===== config.mk =====
export PLATFORM = sky130hd
export DESIGN_NAME = alu_serial_ctrl
export DESIGN_NICKNAME = d
export VERILOG_FILES = /design/src/rtl/alu_serial_ctrl.sv
export SDC_FILE = /design/constraint.sdc
export NUM_CORES = 1
export LEC_CHECK = 0
export BUFFER_PORTS_ARGS = -buffer_cell sky130_fd_sc_hd__buf_4
export CAP_MARGIN = 10
export CORE_ASPECT_RATIO = 1.25
export CORE_MARGIN = 10
export CORE_UTILIZATION = 55
export DETAILED_ROUTE_END_ITERATION = 7
export PLACE_DENSITY = 0.79
export SYNTH_ARGS = -nofsm -noshare
export SYNTH_HDL_FRONTEND = slang
export SYNTH_SLANG_ARGS = --single-unit

===== constraint.sdc =====
create_clock -name clk -period 3.8 [get_ports clk]
set_input_delay 0.57 -clock clk [delete_from_list [all_inputs] [get_ports clk]]
set_output_delay 0.57 -clock clk [all_outputs]
set_load 0.02 [all_outputs]

===== src/rtl/alu_serial_ctrl.sv =====
// ---------------------------------------------------------------------------
// alu_serial_ctrl
//
// Bit-serial controller for an external 1-bit ALU slice. On an accepted start
// the operands and op code are latched, then one bit per clock (LSB first) is
// presented to the slice while its sum bit is shifted back into a result
// shift register. After WIDTH bit-cycles the assembled word, final carry and
// signed overflow are published and done pulses for one cycle.
//
// Ports
//   clk       : clock, all state updates on the rising edge
//   rst       : asynchronous active-high reset
//   start     : request an operation (accepted in IDLE or DONE, ignored in RUN)
//   op        : 00 NOR, 01 XOR, 10 ADD, 11 SUB
//   a_in/b_in : operands (WIDTH bits)
//   alu_a/alu_b/alu_cin/alu_op : drive into the 1-bit slice (registered)
//   alu_s/alu_cout             : slice sum bit and carry out (combinational)
//   busy      : high exactly while bits are being processed
//   done      : one-cycle completion pulse
//   result    : assembled result word, held until the next operation completes
//   cout/ovf  : final carry / signed overflow, ADD and SUB only
//   zero      : result == 0
// ---------------------------------------------------------------------------
module alu_serial_ctrl #(
  parameter int WIDTH = 8
) (
  input  logic             clk,
  input  logic             rst,
  input  logic             start,
  input  logic [1:0]       op,
  input  logic [WIDTH-1:0] a_in,
  input  logic [WIDTH-1:0] b_in,
  output logic             alu_a,
  output logic             alu_b,
  output logic             alu_cin,
  output logic [1:0]       alu_op,
  input  logic             alu_s,
  input  logic             alu_cout,
  output logic             busy,
  output logic             done,
  output logic [WIDTH-1:0] result,
  output logic             cout,
  output logic             zero,
  output logic             ovf
);

  localparam int CW = $clog2(WIDTH + 1);
  localparam logic [CW-1:0] LAST = CW'(WIDTH - 1);

  typedef enum logic [1:0] {IDLE, RUN, DONE} state_t;

  state_t           state;
  logic [WIDTH-1:0] a_sh;
  logic [WIDTH-1:0] b_sh;
  logic [WIDTH-2:0] res_sh;   // bits already received, newest at the MSB side
  logic [1:0]       op_reg;
  logic [CW-1:0]    cnt;
  logic             cin_reg;

  // Incoming sum bit joined with the partial result: shifting this right by
  // one each cycle leaves bit i at position i once WIDTH bits have arrived.
  logic [WIDTH-1:0] res_cat;
  assign res_cat = {alu_s, res_sh};

  assign alu_a   = a_sh[0];
  assign alu_b   = b_sh[0];
  assign alu_op  = op_reg;
  assign alu_cin = cin_reg;
  assign zero    = (result == '0);

  always_ff @(posedge clk or posedge rst) begin
    if (rst) begin
      state   <= IDLE;
      a_sh    <= '0;
      b_sh    <= '0;
      res_sh  <= '0;
      op_reg  <= 2'b00;
      cnt     <= '0;
      cin_reg <= 1'b0;
      busy    <= 1'b0;
      done    <= 1'b0;
      result  <= '0;
      cout    <= 1'b0;
      ovf     <= 1'b0;
    end else begin
      case (state)
        IDLE, DONE: begin
          done <= 1'b0;
          if (start) begin
            a_sh    <= a_in;
            b_sh    <= b_in;
            op_reg  <= op;
            cnt     <= '0;
            // SUB seeds the carry with 1 (two's complement); ADD with 0.
            cin_reg <= op[1] & op[0];
            busy    <= 1'b1;
            state   <= RUN;
          end else begin
            state <= IDLE;
          end
        end

        RUN: begin
          a_sh   <= a_sh >> 1;
          b_sh   <= b_sh >> 1;
          res_sh <= res_cat[WIDTH-1:1];
          if (cnt == LAST) begin
            result  <= res_cat;
            cout    <= op_reg[1] & alu_cout;
            // Carry into the MSB differs from carry out -> signed overflow.
            ovf     <= op_reg[1] & (cin_reg ^ alu_cout);
            cin_reg <= 1'b0;
            cnt     <= '0;
            busy    <= 1'b0;
            done    <= 1'b1;
            state   <= DONE;
          end else begin
            cnt     <= cnt + 1'b1;
            cin_reg <= op_reg[1] & alu_cout;
          end
        end

        default: begin
          busy  <= 1'b0;
          done  <= 1'b0;
          state <= IDLE;
        end
      endcase
    end
  end

endmodule

==> reports/results.ini <==
[synthesis]
yosysTopAreaCell = dfrtp_1
ys_top_cells_by_count = 61 x nand2_1, 43 x dfrtp_1, 17 x nor2_1
synthFlopType = dfrtp_1
syn_inst = 185
synth.most_common_cell = nand2_1
ys_seq_area_share_pct = 57.95
synthTopCellsByArea = dfrtp_1 58%, nand2_1 12%, a31oi_1 5.4%, mux2_2 4.9%, nor2_1 3.4%
ys_ff_latch = 43
synthDistinctLibCells = 30
synth_edf_count = 0
syn_nets = 209
synth.yosys.warnings = 0
synth.avg_cell_area_um2 = 10.04
netlist_area_um2 = 1857
synth_async_sr_flop_share_pct = 100.0
synth_top_area_share_pct = 57.95

[die]
row_count = 23
dieArea_um2 = 6115
die_h_um = 84.96
start_util_pct = 57.61
io_pins = 41
core-area_um2 = 3223
die_x_um = 71.97

[clock_tree]
clock_latency_ps = 290
cts_resized = 0
clockBufferDepth = 2
tritoncts_num_sinks = 43
cts_tree = done
cts_hold_buf = 0
cts_root_buf = clkbuf_8
cts_setup_buffers = 0
htreeDepth = 2
path_clk_slew_ps = 80
numCtsBuffers = 5

[sta]
maxSlewViolCount = 0
fmax_mhz = 459.3
hold_viol = 0
finalSetupViolCount = 0
period_share_pct = 57.29
worst_pin_slew_ps = 756.4
rsz0062_at_grt = false
fin_worst_skew_ps = 5.263
min_period_ps = 2177
worst_slew_margin_rel_pct = 49.58
finalSetupTns_ps = 0

[placed_design]
dpl.hpwl_um = 2841
dpl-instance-area_um2 = 2168
gp_congestion = 0.7784
port_buffers = 40

[cells_and_area]
diodes = 0
nets = 249
postLayoutCellArea_um2 = 2253
drive_above_1_share_pct = 26.99
utilization_pct = 69.91
area_growth_pct = 21.36

[setup_path]
startpoint_type = flop
cp_max_fo = 3
cp_num_buf_inv = 1
end_kind = output pin
slowest_delay_ps = 660
path_class = reg -> out
cp.arrival_ps = 1610
cp_top_family = simple AND/OR/NAND/NOR gates
cp_slowest_cell = or4_2
path_cells = or4_2 -> nor2_1 -> buf_4
cp.required_ps = 3230

[detailed_routing]
drtAntennaViolNets = 0
wl_per_cell_um = 14.88
viasPerCell = 5.589
num_vias = 1470
wl_um = 3914
drc_errors = 0
drt_iter0_drc = 112
firstDrtPassIters = 4

[job]
drv_cap = 0

[status]
status = complete, no violations

[power_and_ir_drop]
p_leak_uw = 0.001128
power.density_nw_per_um2 = 854.1
vdd_ir_drop_max_mv = 0.6250

[global_routing]
overflow = 0
grtUsageTotal_pct = 13.00
antenna_found_initial = 0
grt_pass1_wl_um = 6610
grt_pass1_vias = 1458
grt_max_degree = 44

[worst_hold_path]
hold_class = in -> async

==> final timing paths <==
kind	end	slack [ps]	cells after the start	from
hold reg to reg	alu_op[0]$_DFFE_PP0P_	490	2	alu_op[0]$_DFFE_PP0P_
max in group asynchronous	state[0]$_DFFE_PP0P_	3040	3	rst
min in group clk	alu_op[0]$_DFFE_PP0P_	480	3	op[0]
setup reg to reg	cnt[2]$_DFFE_PP0P_	2040	4	state[0]$_DFFE_PP0P_
setup / recovery	zero	1620	3	result[2]$_DFFE_PP0P_
hold / removal	res_sh[1]$_DFFE_PP0P_	410	3	rst
==> stage by stage <==
step	hold slack, ps	total power (uW)	setup WS (ps)	cells
floorplan	440.1	1401	1805	185
global placement	463.0	1619	1943	255
detailed placement	476.0	1666	1944	255
CTS	425.1	1948	1601	263
global route	457.4	2080	1522	263
finish	409.5	1925	1623	263
==> where the power goes <==
group | total [uW] | switching, uW | internal, uW
logic | 825 | 474 | 350
clock network | 277 | 149 | 128
registers | 823 | 148 | 675
total | 1920 | 771 | 1150
==> sequential cells by signal, summed over array words and instances, names as in the netlist <==
signal   flops
b_sh         8
a_sh         8
alu_cin      1
ovf          1
busy         1
cout         1
res_sh       7
alu_op       2
state        2
cnt          4
result       8
==> cell type report <==
type	instances	area (um2)
fill	237	969.7
sequential	43	1076
timing repair buffer	43	322.8
clock buffer	6	72.57
clock inverter	2	12.51
tap	37	46.29
multi-input combinational	131	719.4
inverter	1	3.754
==> per-layer routing <==
metal,share of wire [%],routed length [um],up-vias,global-route usage [%]
li1,-,-,702,-
met1,43,1675,716,15.00
met2,49,1911,47,21.54
met3,7.2,282,5,5.245
met4,1.1,44,0,3.704
met5,0,0,-,0
==> logic make-up after synthesis <==
group           share of synthesized area, %
simple gates                           22.17
flops                                  57.95
compound gates                         9.434
buf+inv                                3.301
mux                                    5.997
xor+xnor                              0.4718
fa+ha+maj                             0.6737
==> cells in the final DEF, fill, tap and decap left out, drive strengths merged <==
master and count:
ha 1, nand3 2, a22o 3, buf 43
o31ai 2, nand4 1, clkbuf 6, o21ai 5
and2 1, clkinvlp 1, or4 2, mux2i 1
xor2 1, inv 1, dfrtp 43, nand3b 2
nor2b 1, clkinv 1, nand2 61, nor2 18
mux2 9, a2bb2oi 1, and2b 1, nand2b 2
a31oi 16, and3 1
==> worst min-delay path: cells and delay by family <==
family,cells,cell delay (ps)
buffers and inverters,3,590
Note: power is estimated with default switching activity, not from simulation.
